**src/rtl/lsu_align_ctrl_if.sv**
```systemverilog
// Bundle of execute-side request/response and data-memory bus signals for lsu_align_ctrl.
// slave is the controller's view; master is the view of whoever drives it.
interface lsu_align_ctrl_if #(
  parameter int XLEN = 32
);
  localparam int NB = XLEN / 8;

  logic            req_valid;
  logic            req_ready;
  logic            req_we;
  logic [2:0]      req_funct3;
  logic [XLEN-1:0] req_addr;
  logic [XLEN-1:0] req_wdata;

  logic            mem_req_valid;
  logic            mem_req_ready;
  logic            mem_we;
  logic [XLEN-1:0] mem_addr;
  logic [NB-1:0]   mem_be;
  logic [XLEN-1:0] mem_wdata;
  logic            mem_rsp_valid;
  logic [XLEN-1:0] mem_rdata;

  logic            rsp_valid;
  logic [XLEN-1:0] rsp_data;
  logic            rsp_err;

  modport slave (
    input  req_valid, req_we, req_funct3, req_addr, req_wdata,
    input  mem_req_ready, mem_rsp_valid, mem_rdata,
    output req_ready, mem_req_valid, mem_we, mem_addr, mem_be, mem_wdata,
    output rsp_valid, rsp_data, rsp_err
  );

  modport master (
    output req_valid, req_we, req_funct3, req_addr, req_wdata,
    output mem_req_ready, mem_rsp_valid, mem_rdata,
    input  req_ready, mem_req_valid, mem_we, mem_addr, mem_be, mem_wdata,
    input  rsp_valid, rsp_data, rsp_err
  );
endinterface

```
**src/rtl/lsu_align_ctrl.sv**
```systemverilog
// Load/store alignment controller: byte enables, lane shifting and load extension for a word-wide bus.
// Define LSU_MISALIGN_SPLIT_EN to accept unaligned accesses, splitting word-crossing ones into two beats.
module lsu_align_ctrl #(
  parameter int XLEN = 32
) (
  input logic             clock,
  input logic             reset_n,
  lsu_align_ctrl_if.slave bus
);
  localparam int NB   = XLEN / 8;
  localparam int OFFW = $clog2(NB);

  typedef enum logic [2:0] {IDLE, REQ, WAIT, REQ2, WAIT2, RESP} state_t;

  state_t          r_state;
  state_t          w_state_next;

  logic            r_we;
  logic [2:0]      r_f3;
  logic [OFFW-1:0] r_off;
  logic            r_two;
  logic [XLEN-1:0] r_mem_addr;
  logic [XLEN-1:0] r_mem_wdata;
  logic [NB-1:0]   r_mem_be;
  logic            r_mem_we;
  logic [XLEN-1:0] r_wdata2;
  logic [NB-1:0]   r_be2;
  logic [XLEN-1:0] r_lo;
  logic [XLEN-1:0] r_rsp_data;
  logic            r_rsp_err;

  logic [OFFW-1:0]   w_off;
  logic [3:0]        w_size;
  logic [XLEN-1:0]   w_addr_al;
  logic              w_illegal_f3;
  logic              w_misalign;
  logic              w_two;
  logic              w_legal;
  logic [2*NB-1:0]   w_be_full;
  logic [2*XLEN-1:0] w_wd_full;
  logic              w_req_ready;
  logic              w_mem_req_valid;
  logic              w_rsp_valid;

  assign w_off     = bus.req_addr[OFFW-1:0];
  assign w_size    = 4'd1 << bus.req_funct3[1:0];
  assign w_addr_al = {bus.req_addr[XLEN-1:OFFW], {OFFW{1'b0}}};

  assign w_illegal_f3 = (bus.req_funct3 == 3'b111)
                     || (bus.req_we && bus.req_funct3[2])
                     || ((XLEN == 32) && ((bus.req_funct3 == 3'b011) || (bus.req_funct3 == 3'b110)));

  // Double-width enables/data: the low half is beat 1, the spill into the high half is beat 2.
  assign w_be_full = (((2*NB)'(1) << w_size) - (2*NB)'(1)) << w_off;
  assign w_wd_full = {{XLEN{1'b0}}, bus.req_wdata} << {w_off, 3'b000};

`ifdef LSU_MISALIGN_SPLIT_EN
  assign w_misalign = 1'b0;
  assign w_two      = ((OFFW+2)'(w_off) + (OFFW+2)'(w_size)) > (OFFW+2)'(NB);
`else
  assign w_misalign = |(w_off & OFFW'(w_size - 4'd1));
  assign w_two      = 1'b0;
`endif

  assign w_legal = !w_illegal_f3 && !w_misalign;

  function automatic logic [XLEN-1:0] extend(input logic [2*XLEN-1:0] merged,
                                             input logic [OFFW-1:0]   off,
                                             input logic [2:0]        f3);
    logic [XLEN-1:0] v;
    v = XLEN'(merged >> {off, 3'b000});
    case (f3[1:0])
      2'b00:   extend = f3[2] ? XLEN'(v[7:0])  : XLEN'($signed(v[7:0]));
      2'b01:   extend = f3[2] ? XLEN'(v[15:0]) : XLEN'($signed(v[15:0]));
      2'b10:   extend = f3[2] ? XLEN'(v[31:0]) : XLEN'($signed(v[31:0]));
      default: extend = v;
    endcase
  endfunction

  always_ff @(posedge clock) begin
    if (!reset_n) r_state <= IDLE;
    else          r_state <= w_state_next;
  end

  always_comb begin
    w_state_next    = r_state;
    w_req_ready     = 1'b0;
    w_mem_req_valid = 1'b0;
    w_rsp_valid     = 1'b0;
    case (r_state)
      IDLE: begin
        w_req_ready = 1'b1;
        if (bus.req_valid) w_state_next = w_legal ? REQ : RESP;
      end
      REQ: begin
        w_mem_req_valid = 1'b1;
        if (bus.mem_req_ready) w_state_next = WAIT;
      end
      WAIT:  if (bus.mem_rsp_valid) w_state_next = r_two ? REQ2 : RESP;
      REQ2: begin
        w_mem_req_valid = 1'b1;
        if (bus.mem_req_ready) w_state_next = WAIT2;
      end
      WAIT2: if (bus.mem_rsp_valid) w_state_next = RESP;
      RESP: begin
        w_rsp_valid  = 1'b1;
        w_state_next = IDLE;
      end
      default: w_state_next = IDLE;
    endcase
  end

  always_ff @(posedge clock) begin
    if (!reset_n) begin
      r_we        <= 1'b0;
      r_f3        <= '0;
      r_off       <= '0;
      r_two       <= 1'b0;
      r_mem_addr  <= '0;
      r_mem_wdata <= '0;
      r_mem_be    <= '0;
      r_mem_we    <= 1'b0;
      r_wdata2    <= '0;
      r_be2       <= '0;
      r_lo        <= '0;
      r_rsp_data  <= '0;
      r_rsp_err   <= 1'b0;
    end else begin
      case (r_state)
        IDLE: begin
          if (bus.req_valid) begin
            r_we       <= bus.req_we;
            r_f3       <= bus.req_funct3;
            r_off      <= w_off;
            r_rsp_data <= '0;
            r_rsp_err  <= !w_legal;
            if (w_legal) begin
              r_two       <= w_two;
              r_mem_addr  <= w_addr_al;
              r_mem_be    <= w_be_full[NB-1:0];
              r_mem_wdata <= w_wd_full[XLEN-1:0];
              r_mem_we    <= bus.req_we;
              r_be2       <= w_be_full[2*NB-1:NB];
              r_wdata2    <= w_wd_full[2*XLEN-1:XLEN];
            end
          end
        end
        WAIT: begin
          if (bus.mem_rsp_valid) begin
            if (r_two) begin
              r_lo        <= bus.mem_rdata;
              r_mem_addr  <= r_mem_addr + XLEN'(NB);
              r_mem_be    <= r_be2;
              r_mem_wdata <= r_wdata2;
            end else if (!r_we) begin
              r_rsp_data <= extend({{XLEN{1'b0}}, bus.mem_rdata}, r_off, r_f3);
            end
          end
        end
        WAIT2: begin
          if (bus.mem_rsp_valid && !r_we)
            r_rsp_data <= extend({bus.mem_rdata, r_lo}, r_off, r_f3);
        end
        default: ;
      endcase
    end
  end

  assign bus.req_ready     = w_req_ready;
  assign bus.mem_req_valid = w_mem_req_valid;
  assign bus.mem_we        = r_mem_we;
  assign bus.mem_addr      = r_mem_addr;
  assign bus.mem_be        = r_mem_be;
  assign bus.mem_wdata     = r_mem_wdata;
  assign bus.rsp_valid     = w_rsp_valid;
  assign bus.rsp_data      = r_rsp_data;
  assign bus.rsp_err       = r_rsp_err;
endmodule
```
**src/flat_wrapper.sv**
```systemverilog
// flat-port wrapper written by rule: the top's interface ports become plain ports
module lsu_align_ctrl_flat 
#(
  parameter int XLEN = 32
)
  (clock, reset_n, bus_req_valid, bus_req_we, bus_req_funct3, bus_req_addr, bus_req_wdata, bus_mem_req_ready, bus_mem_rsp_valid, bus_mem_rdata, bus_req_ready, bus_mem_req_valid, bus_mem_we, bus_mem_addr, bus_mem_be, bus_mem_wdata, bus_rsp_valid, bus_rsp_data, bus_rsp_err);
  lsu_align_ctrl_if #(.XLEN(XLEN)) bus_i ();
  input logic clock;
  input logic reset_n;
  input wire logic [$bits(bus_i.req_valid)-1:0] bus_req_valid;
  input wire logic [$bits(bus_i.req_we)-1:0] bus_req_we;
  input wire logic [$bits(bus_i.req_funct3)-1:0] bus_req_funct3;
  input wire logic [$bits(bus_i.req_addr)-1:0] bus_req_addr;
  input wire logic [$bits(bus_i.req_wdata)-1:0] bus_req_wdata;
  input wire logic [$bits(bus_i.mem_req_ready)-1:0] bus_mem_req_ready;
  input wire logic [$bits(bus_i.mem_rsp_valid)-1:0] bus_mem_rsp_valid;
  input wire logic [$bits(bus_i.mem_rdata)-1:0] bus_mem_rdata;
  output wire logic [$bits(bus_i.req_ready)-1:0] bus_req_ready;
  output wire logic [$bits(bus_i.mem_req_valid)-1:0] bus_mem_req_valid;
  output wire logic [$bits(bus_i.mem_we)-1:0] bus_mem_we;
  output wire logic [$bits(bus_i.mem_addr)-1:0] bus_mem_addr;
  output wire logic [$bits(bus_i.mem_be)-1:0] bus_mem_be;
  output wire logic [$bits(bus_i.mem_wdata)-1:0] bus_mem_wdata;
  output wire logic [$bits(bus_i.rsp_valid)-1:0] bus_rsp_valid;
  output wire logic [$bits(bus_i.rsp_data)-1:0] bus_rsp_data;
  output wire logic [$bits(bus_i.rsp_err)-1:0] bus_rsp_err;
  assign bus_i.req_valid = bus_req_valid;
  assign bus_i.req_we = bus_req_we;
  assign bus_i.req_funct3 = bus_req_funct3;
  assign bus_i.req_addr = bus_req_addr;
  assign bus_i.req_wdata = bus_req_wdata;
  assign bus_i.mem_req_ready = bus_mem_req_ready;
  assign bus_i.mem_rsp_valid = bus_mem_rsp_valid;
  assign bus_i.mem_rdata = bus_mem_rdata;
  assign bus_req_ready = bus_i.req_ready;
  assign bus_mem_req_valid = bus_i.mem_req_valid;
  assign bus_mem_we = bus_i.mem_we;
  assign bus_mem_addr = bus_i.mem_addr;
  assign bus_mem_be = bus_i.mem_be;
  assign bus_mem_wdata = bus_i.mem_wdata;
  assign bus_rsp_valid = bus_i.rsp_valid;
  assign bus_rsp_data = bus_i.rsp_data;
  assign bus_rsp_err = bus_i.rsp_err;
  lsu_align_ctrl #(.XLEN(XLEN)) u_core (.clock(clock), .reset_n(reset_n), .bus(bus_i));
endmodule
```
**config.mk**
```make
export PLATFORM = sky130hd
export DESIGN_NAME = lsu_align_ctrl_flat
export DESIGN_NICKNAME = d
export VERILOG_FILES = /design/src/rtl/lsu_align_ctrl_if.sv /design/src/rtl/lsu_align_ctrl.sv /design/src/flat_wrapper.sv
export SDC_FILE = /design/constraint.sdc
export NUM_CORES = 1
export LEC_CHECK = 0
export ABC_AREA = 1
export ABC_CLOCK_PERIOD_IN_PS = 1800
export CORE_MARGIN = 2
export CORE_UTILIZATION = 42
export CTS_CLUSTER_DIAMETER = 40
export DETAILED_ROUTE_END_ITERATION = 16
export GPL_TIMING_DRIVEN = 0
export PLACE_DENSITY_LB_ADDON = 0.12
export SYNTH_ARGS = -nofsm -noshare
export SYNTH_HDL_FRONTEND = slang
export SYNTH_SLANG_ARGS = --single-unit
```
**constraint.sdc**
```tcl
create_clock -name clock -period 1.8 [get_ports clock]
set_input_delay 0.36 -clock clock [delete_from_list [all_inputs] [get_ports clock]]
set_output_delay 0.36 -clock clock [all_outputs]
set_load 0.005 [all_outputs]
```
=== After elaboration in Yosys (flattened, before gate mapping) ===
Cells that the tools add are included.

* Register bits: 111
* Latch bits: 0
* Bits in writable memories: 0
* ROM bits: 0
* Input bits: 105
* Output and inout bits: 105
* Word-level logic and storage cells: 88
* Memories kept: 0

* $add $sub $neg: 2
* $mul: 0
* Divide/modulo/power cells: 0
* Magnitude comparators: 0
* Eq/ne operators: 17
* Shift operators: 6
* Multiplexer cells: 29
* Bitwise logic cells: 2
* Reduce and logical (&&, ||, !) cells: 22

{| class="wikitable"
|+ Operator list
! cell !! number
|-
| $mux W32 || 14
|-
| $pmux W32 S2 || 2
|-
| $pmux W32 S3 || 1
|-
| $shr A64 B5 Y32 || 1
|-
| $shl A32 B5 Y32 || 1
|-
| $shr A32 B5 Y32 || 1
|-
| $mux W3 || 5
|-
| $reduce_and A5 Y1 || 3
|-
| $eq A3 B3 Y1 const B || 4
|-
| $mux W4 || 3
|-
| $ne A2 B2 Y1 const B || 6
|-
| $pmux W3 S4 || 1
|-
| $eq A3 B2 Y1 const B || 3
|-
| $shl A1 B4 Y8 const A || 1
|-
| $shl A8 B2 Y4 || 1
|-
| $sub A8 B2 Y8 const B || 1
|-
| $reduce_or A2 Y1 || 3
|-
| $logic_not A1 Y1 || 4
|-
| $ne A2 B1 Y1 const B || 2
|-
| $shl A1 B2 Y4 const A || 1
|-
| $eq A3 B1 Y1 const B || 1
|-
| $logic_and A1 B1 Y1 || 3
|-
| $logic_not A3 Y1 || 1
|-
| $logic_or A1 B1 Y1 || 3
|-
| other kinds (10) || 12
|}

=== Longest topological paths before layout ===
Gate-level depths: netlist of run 1.

* Word-level depth: 9
* Mapped depth: 13

=== Worst setup path after synthesis of run 1 ===
OpenSTA, ideal clock, no wires.

* Kind: in2reg
* From: in bus_req_funct3[0]
* To: reg u_core.r_mem_addr[22], in the netlist u_core.bus.mem_addr[22]
* Library setup time: 116 ps
* Data arrival time: 1689 ps
* Data required time: 1684 ps
* Slack: -4 ps
* Stages on the path: 12
* Path through: nor2_2 inv_1 ha_1 nor2_1 nor2_1 nand2_1 nor2_4 inv_2 buf_2 buf_6 nor2_1 nor2_1

* Cells in the longest elaborated chain, start to end: 8

{| class="wikitable"
|+ Ends and longest elaborated chain
! item !! RTL line !! text
|-
| start: declaration || flat_wrapper.sv:12 || <nowiki>input wire logic [$bits(bus_i.req_funct3)-1:0] bus_req_funct3;</nowiki>
|-
| $shl A1 B2 Y4 || lsu_align_ctrl.sv:46 || <nowiki>assign w_size = 4'd1 << bus.req_funct3[1:0];</nowiki>
|-
| $sub A2 B1 Y2 || lsu_align_ctrl.sv:61 || <nowiki>assign w_misalign = |(w_off & OFFW'(w_size - 4'd1));</nowiki>
|-
| $and A2 B2 Y2 || lsu_align_ctrl.sv:61 ||
|-
| $reduce_or A2 Y1 || lsu_align_ctrl.sv:61 ||
|-
| $logic_not A1 Y1 || lsu_align_ctrl.sv:65 || <nowiki>assign w_legal = !w_illegal_f3 && !w_misalign;</nowiki>
|-
| $logic_and A1 B1 Y1 (*) || lsu_align_ctrl.sv:65 ||
|-
| $ne A2 B1 Y1 (no source line) (*) || n/a ||
|-
| $reduce_and A5 Y1 (no source line) (*) || n/a ||
|-
| end signal: assignment || lsu_align_ctrl.sv:139 || <nowiki>r_mem_addr <= w_addr_al;</nowiki>
|-
| end signal: assignment || lsu_align_ctrl.sv:152 || <nowiki>r_mem_addr <= r_mem_addr + XLEN'(NB);</nowiki>
|-
| end: declaration || lsu_align_ctrl.sv:22 || <nowiki>logic [XLEN-1:0] r_mem_addr;</nowiki>
|}

Mark *: on every way between the ends. The rest lies on a longest branch, timed or not.
A chain may end at the register's enable or synchronous reset.

=== Worst setup path after layout of run 1 ===
* From: reg u_core.r_f3[1]
* To: reg u_core.r_rsp_data[12], in the netlist u_core.bus.rsp_data[12]

* Cells in the longest elaborated chain, start to end: 5

{| class="wikitable"
|+ Ends and longest elaborated chain
! item !! RTL line !! text
|-
| start: declaration || lsu_align_ctrl.sv:19 || <nowiki>logic [2:0] r_f3;</nowiki>
|-
| start signal: assignment || lsu_align_ctrl.sv:133 || <nowiki>r_f3 <= bus.req_funct3;</nowiki>
|-
| $eq A2 B1 Y1 / $logic_not A2 Y1 (equally long branches) || lsu_align_ctrl.sv:72 || <nowiki>case (f3[1:0])</nowiki>
|-
| $pmux W32 S2 || lsu_align_ctrl.sv:72 ||
|-
| $mux W32 || lsu_align_ctrl.sv:155 || <nowiki>end else if (!r_we) begin</nowiki>
|-
| $mux W32 || lsu_align_ctrl.sv:149 || <nowiki>if (bus.mem_rsp_valid) begin</nowiki>
|-
| $pmux W32 S3 (*) || lsu_align_ctrl.sv:129 || <nowiki>case (r_state)</nowiki>
|-
| end signal: assignment || lsu_align_ctrl.sv:156 || <nowiki>r_rsp_data <= extend({{XLEN{1'b0}}, bus.mem_rdata}, r_off, r_f3);</nowiki>
|-
| end signal: assignment || lsu_align_ctrl.sv:162 || <nowiki>r_rsp_data <= extend({bus.mem_rdata, r_lo}, r_off, r_f3);</nowiki>
|-
| end: declaration || lsu_align_ctrl.sv:29 || <nowiki>logic [XLEN-1:0] r_rsp_data;</nowiki>
|}

Mark *: on every way between the ends. The rest lies on a longest branch, timed or not. The select of a mux whose other input is x is not followed.

==> key figures, run 1 <==
STA
  • TNS Setup: 0 ns
  • Min Tclk post-route: between 1.5 and 2 ns
  • Setup Viol. Count Final: 0
  • Final hold violation count: 0
  • Setup WS post-layout: approximately 0.06 ns
  • Worst Clk Skew: about 0.009 ns
  • Worst-Margin Slew: between 0.6 and 0.7 ns
  • Slew Limit Fails: 0
  • Highest Clock Rate: about 580 MHz
  • Relative slew slack: between 50 and 60%
  • Final worst path period share: 96.6%

Pwr
  • Peak VDD IR: 604 uV
  • Leakage Power: around 4.0 nW
  • Power Density: 1170 mW/mm^2

Setup path
  • Critical path endpoint category: flop
  • Critical path arrival: roughly 2.1 ns
  • Crit Path Category: flop to flop
  • CP required: approximately 2.1 ns
  • Crit-path slowest cell: dfxtp_1
  • Critical-path maximum fanout: 8
  • Critical-path cell list: inv_1 > nand2_1 > inv_1 > nor2_1 > o21ai_0 > nand3_1 > nor2_1 > nor2_1
  • CP Buf/Inv Count: 2
  • CP dominant cell by count: nor2_1
  • Crit-path max cell delay: around 0.50 ns
  • Setup crit start kind: flop
  • Family with the most delay on the worst path: simple AND/OR/NAND/NOR gates

Floorplanning
  • Die area: roughly 0.015 mm^2
  • Core ar.: between 0.01 and 0.015 mm^2
  • Die H: 124 um
  • Die W: around 120 um
  • Std cell rows: between 40 and 50
  • Starting Density: around 43%
  • I/O pins: 210

Synthesis
  • Flops & latches, synth: approximately 110
  • Ys Warns: 0
  • Yosys top cell by area: dfxtp_1
  • Avg Inst Size Synth: roughly 6 um^2
  • Synth cell types: 28
  • Area contributors post-synth: dfxtp_1 (36%), nand2_1 (15%), nor2_1 (11%), o21ai_0 (10%), a21oi_1 (8.3%)
  • Cells after synthesis: just under 1000
  • Yosys top cell area share: 35.9%
  • Seq/Total Area, Yosys: a little over a third
  • Post-Syn Area: between 0.006 and 0.007 mm^2

Finish
  • Final #Nets: approximately 1300
  • Area grow syn2layout: 46.3%
  • Storage cell area: 0.00219 mm^2
  • Multi-input gate area: roughly 0.0033 mm^2
  • Design area: around 0.0089 mm^2
  • Non-filler cells, final: roughly 1400
  • ANT cells: 0
  • Fillers: roughly 1300
  • Share of cells above drive strength 1: under 10%
  • Final core utilization: 63.6%

Route
  • Wire per inst: 16.0 um
  • Drt drc: 0
  • Routed Antenna Nets: 0
  • Starting DRT DRC Count: around 600
  • WL final: ~22 mm
  • Via Count: between 7000 and 8000
  • Vias per Instance: just over 5
  • DRT Pass-1 Iters: 5

Place
  • Routability cong.: a little over 1
  • Post-DP HPWL: between 15 and 20 mm
  • Pre-CTS setup slack: -1.01 ns
  • Area post-placement: 0.00838 mm^2
  • Placed Cells incl. Taps: 1374
  • Port bufs: 206

Global routing
  • Largest net degree at the start of global routing: 21
  • GRT Total Usage: 28.5%
  • Vias in the first global route: a little under 7000
  • First-pass GRT wire length: 35.7 mm
  • Antenna violations before repair: 0
  • Remaining Overflow, GRT: 0

CTS
  • Htree depth: 3
  • CTS buffer count: 9
  • Worst-path clk slew: 0.08 ns
  • Clock root buffer master: clkbuf_16
  • CTS max path bufs: 2
  • Clock sink total: around 110
  • CTS tree: done
  • Clock latency on the worst-skew pair: 0.37 ns

Status
  • Outcome: finished, final reports clean

Min path
  • Worst Hold Class: primary input to flop

Run
  • Max-cap violations: 0
[path summary, 6_finish.rpt]
kind | start | to | slack (ns) | cells after the start
worst max register to register | u_core.r_f3[1]$_SDFFE_PN0P_ | u_core.bus.rsp_data[12]$_SDFFE_PN0P_ | 0.06 | 8
worst max-delay path | u_core.r_f3[1]$_SDFFE_PN0P_ | u_core.bus.rsp_data[12]$_SDFFE_PN0P_ | 0.06 | 8
worst min-delay path | bus_req_funct3[0] | u_core.r_f3[0]$_SDFFE_PN0P_ | 0.37 | 3
worst min register to register | u_core.bus.mem_wdata[11]$_SDFFE_PN0P_ | u_core.bus.mem_wdata[11]$_SDFFE_PN0P_ | 0.47 | 2
[synth_stat cells]
master and instances:
nand2_4 1, o21bai_1 1, o211ai_1 2, inv_1 85, nor2_2 2, inv_2 6
nand2_1 235, nor2_4 3, conb_1 1, o21ai_0 121, nor3_1 9, nor2_8 1
dfxtp_1 109, mux2i_1 7, a21oi_1 101, ha_1 3, nand3_2 3, clkbuf_1 33
nand3_1 44, xor2_1 1, buf_1 4, buf_6 6, o22ai_1 3, nand4_1 1
buf_4 2, nand2_2 6, buf_2 22, nor2_1 175
[per-layer routing]
layer / part of all wire, % / vias up / GRT usage, %
met5: 0 / - / 0
li1: - / 3592 / -
met4: 3.7 / 0 / 11.2
met2: 45 / 322 / 45.5
met1: 42 / 3178 / 35.7
met3: 8.9 / 55 / 9.32
[through the flow]
step	total power, mW	hold WS (ns)
after floorplan	6.14	0.444
after global placement	8.14	0.449
after detailed placement	8.16	0.457
after CTS	10.3	0.386
after global routing	11.2	0.389
final	10.4	0.367
[state kept, by name (all words and copies together), names as in the netlist]
signal / count
u_core.bus.rsp_err: 1
u_core.bus.rsp_data: 32
u_core.bus.mem_addr: 30
u_core.bus.mem_be: 4
u_core.r_f3: 3
u_core.bus.mem_wdata: 32
u_core.bus.mem_we: 1
u_core.r_off: 2
u_core.r_we: 1
u_core.r_state: 3
[cells by family after synthesis]
logic type | count (synthesis) | synth area share [%]
buf+inv | 158 | 11.1
fa+ha+maj | 3 | 0.617
simple gates | 480 | 32.1
other cells | 1 | 0.0616
mux | 7 | 1.15
flops | 109 | 35.9
xor+xnor | 1 | 0.144
compound gates | 228 | 18.9
[power breakdown]
part | internal (mW) | total [mW] | leakage (nW) | switching [mW]
Sequential | 2.85 | 3.13 | 0.891 | 0.275
Combinational | 2.14 | 5.30 | 2.92 | 3.15
Clock | 0.973 | 2.02 | 0.141 | 1.04
[tightest hold or removal path, delay by kind of cell]
kind            cells  cell delay, ns
compound gates      2            0.20
buf+inv             1            0.12
[area by class of cell]
cell class              instances  area share (%)
flip-flops and latches        109            24.7
plain buffers                  65            4.26
inverters                      91            3.87
clock buffers                   9            2.53
clock inverters                 7           0.745
multi-input cells             721            37.2
well taps                     180            2.53
repair buffers                216            24.2
[timing repair]
item                       4_1_cts  5_1_grt
setup buffers                    5        4
hold buffers                     0        0
hold endpoints to repair         0        0
cloned                           0        1
pin swaps                        5        6
resized for setup               35       49
setup endpoints to repair      104       97
[placed cells by master (no fill, tap or decap), types with 3 or more instances in the layout]
cell,instances
clkdlybuf4s50_1,201
mux2i_1,7
a21oi_1,101
inv_1,81
buf_8,3
nor3_1,9
clkbuf_16,10
dfxtp_4,3
clkbuf_1,18
o22ai_1,3
nor2_1,166
inv_2,9
nand2_1,233
nor2_2,7
buf_1,3
dlygate4sd2_1,3
clkbuf_2,12
nand2_4,3
buf_2,16
nand3_1,44
clkbuf_4,6
dfxtp_1,106
nand2_2,6
nor2_4,7
buf_6,4
ha_1,3
o21ai_0,118
buf_4,13
Power figures use the tool's default switching activity.
==> run 2, diff against run 1 <==
- GPL_TIMING_DRIVEN: 0 -> unset
- SLEW_MARGIN: unset -> 25
==> key figures, run 2 (synthesis results as in run 1) <==
Route
  • Wire per inst: around 15 um
  • Drt drc: 0
  • Via Count: between 7000 and 8000
  • Starting DRT DRC Count: about 640
  • Routed Antenna Nets: 0
  • Vias per Instance: slightly above 5
  • WL final: approximately 22 mm
  • DRT Pass-1 Iters: 8

Place
  • Post-DP HPWL: about 14 mm
  • Port bufs: roughly 210
  • Placed Cells incl. Taps: ~1400
  • Routability cong.: between 0.9 and 1
  • Area post-placement: about 0.0087 mm^2
  • Pre-CTS setup slack: -0.598 ns

STA
  • Final worst path period share: a little over nine tenths
  • Slew Limit Fails: 0
  • Worst-Margin Slew: approximately 0.6 ns
  • Relative slew slack: ~60%
  • Setup Viol. Count Final: 0
  • Setup WS post-layout: between 0.09 and 0.1 ns
  • Final hold slack: 0.404 ns
  • Final hold violation count: 0
  • Highest Clock Rate: between 500 and 600 MHz
  • Worst Clk Skew: slightly below 0.009 ns
  • Min Tclk post-route: between 1.5 and 2 ns

Setup path
  • CP required: roughly 1.4 ns
  • Setup crit start: u_core.r_state[1]$_SDFFE_PN0P_
  • Crit-path max cell delay: 0.35 ns
  • Critical-path cell list: buf_4 > nor2_4 > inv_2 > nor2_4 > dlygate4sd2_1
  • Critical-path maximum fanout: 3
  • Crit Reg-Reg Startpoint: u_core.r_state[1]$_SDFFE_PN0P_
  • Critical path endpoint category: primary output
  • FF-to-FF setup slack: ~0.1 ns
  • Crit-path slowest cell: dfxtp_4
  • Critical path arrival: roughly 1.4 ns
  • R2R cell count: 11
  • Crit Path Category: flop to primary output
  • CP dominant cell by count: nor2_4
  • Reg-to-reg endpoint: u_core.bus.rsp_data[11]$_SDFFE_PN0P_
  • Setup crit start kind: flop

Pwr
  • Final Power: between 10 and 15 mW
  • Switch share: 40.6%
  • Part of the power in registers: a little under 30%
  • Peak VDD IR: between 600 and 700 uV
  • Leakage Power: 4.16 nW
  • Power Density: 1170 mW/mm^2
  • Switch Pwr: about 4.4 mW
  • Pint: roughly 6.4 mW
  • Logic pwr share: 53.0%
  • Clk pwr share: a little under a fifth

CTS
  • Clock root buffer master: clkbuf_16
  • Clock latency on the worst-skew pair: 0.36 ns
  • Clock sink total: between 100 and 150
  • Worst-path clk slew: about 0.08 ns
  • CTS buffer count: 9
  • Htree depth: 3
  • CTS max path bufs: 2
  • CTS tree: done
  • Hold bufs inserted after CTS: 0

Finish
  • Commonest non-fill, non-tap cells in the layout: nand2_1 (234), clkdlybuf4s50_1 (201), nor2_1 (170), o21ai_0 (117), dfxtp_1 (106)
  • Non-filler cells, final: 1408
  • Commonest non-fill, non-tap cell in the layout: nand2_1
  • Area grow syn2layout: 53.0%
  • Share of cells above drive strength 1: about an eighth
  • Final #Nets: between 1000 and 1500
  • Design area: 0.00931 mm^2
  • ANT cells: 0

Global routing
  • Antenna violations before repair: 0
  • First-pass GRT wire length: 35.0 mm
  • Vias in the first global route: just under 7000
  • Largest net degree at the start of global routing: 48
  • GRT Total Usage: ~27%
  • Remaining Overflow, GRT: 0

Run
  • Max-cap violations: 0

Floorplanning
  • Die H: roughly 120 um
  • Starting Density: a little over two fifths
  • I/O pins: 210
  • Std cell rows: 43
  • Die W: around 120 um
  • Core ar.: ~0.014 mm^2
  • Die area: about 0.015 mm^2

Min path
  • Worst Hold Class: primary input to flop
  • HP Start: reset_n
  • WHS Endpoint: u_core.bus.rsp_data[3]$_SDFFE_PN0P_
  • Cell depth of the worst min-delay path: 3

Status
  • Outcome: finished, final reports clean
-- run 2: how the worst max path moves through the flow --
stage,to,slack (ns),depth (start not counted)
after floorplan,u_core.bus.mem_addr[22]$_SDFFE_PN0P_,0.01,13
after global placement,u_core.bus.mem_wdata[15]$_SDFFE_PN0P_,-0.52,12
after detailed placement,u_core.bus.mem_wdata[15]$_SDFFE_PN0P_,-0.60,12
after CTS,bus_mem_req_valid,-0.12,5
after global routing,u_core.bus.mem_wdata[13]$_SDFFE_PN0P_,-0.04,13
final,bus_req_ready,0.09,5
-- run 2: final cells by class --
cell class	count	area, um^2
well taps	180	225
multi-input cells	721	3290
clock inverters	7	58.8
repair buffers	291	2970
clock buffers	9	225
flip-flops and latches	109	2190
fillers	1299	4680
inverters	91	347
-- run 2: power by group through the flow --
stage | Sequential, mW | Clock, mW | Combinational [mW]
after floorplan | 3.14 | 0 | 3.00
final | 3.13 | 1.97 | 5.76
after CTS | 3.15 | 2.00 | 5.61
after detailed placement | 3.17 | 0 | 5.45
after global placement | 3.18 | 0 | 5.42
after global routing | 3.20 | 2.09 | 6.36
-- run 2: per-layer routing --
| layer | part of all wire (%) | vias up | track usage [%] | wire length [um] |
|---|---|---|---|---|
| met2 | 46 | 318 | 44.6 | 10000 |
| met5 | 0 | - | 0 | 0 |
| met1 | 42 | 3221 | 35.1 | 9200 |
| met3 | 9.5 | 31 | 7.77 | 2060 |
| met4 | 2.1 | 0 | 8.26 | 459 |
| li1 | - | 3603 | - | - |
-- run 2: timing repair --
action	in CTS	in global routing
resized for setup	27	24
hold endpoints to repair	0	0
endpoints found under the setup margin	71	68
setup buffers	8	5
pin swaps	6	6
gates cloned	4	2
-- run 2: through the flow --
stage	utilization, %	TNS, ns
final	66.5	0
after CTS	65.7	-0.116
after floorplan	-	0
after global routing	66.5	-0.261
after global placement	62.2	-34.52
after detailed placement	62.2	-38.79
-- run 2: worst max-delay path: cells and delay by family, from the launching register on --
family / cells / cell delay [ns]
AND/OR/NAND/NOR: 2 / 0.19
flip-flops: 1 / 0.35
buffers and inverters: 3 / 0.46
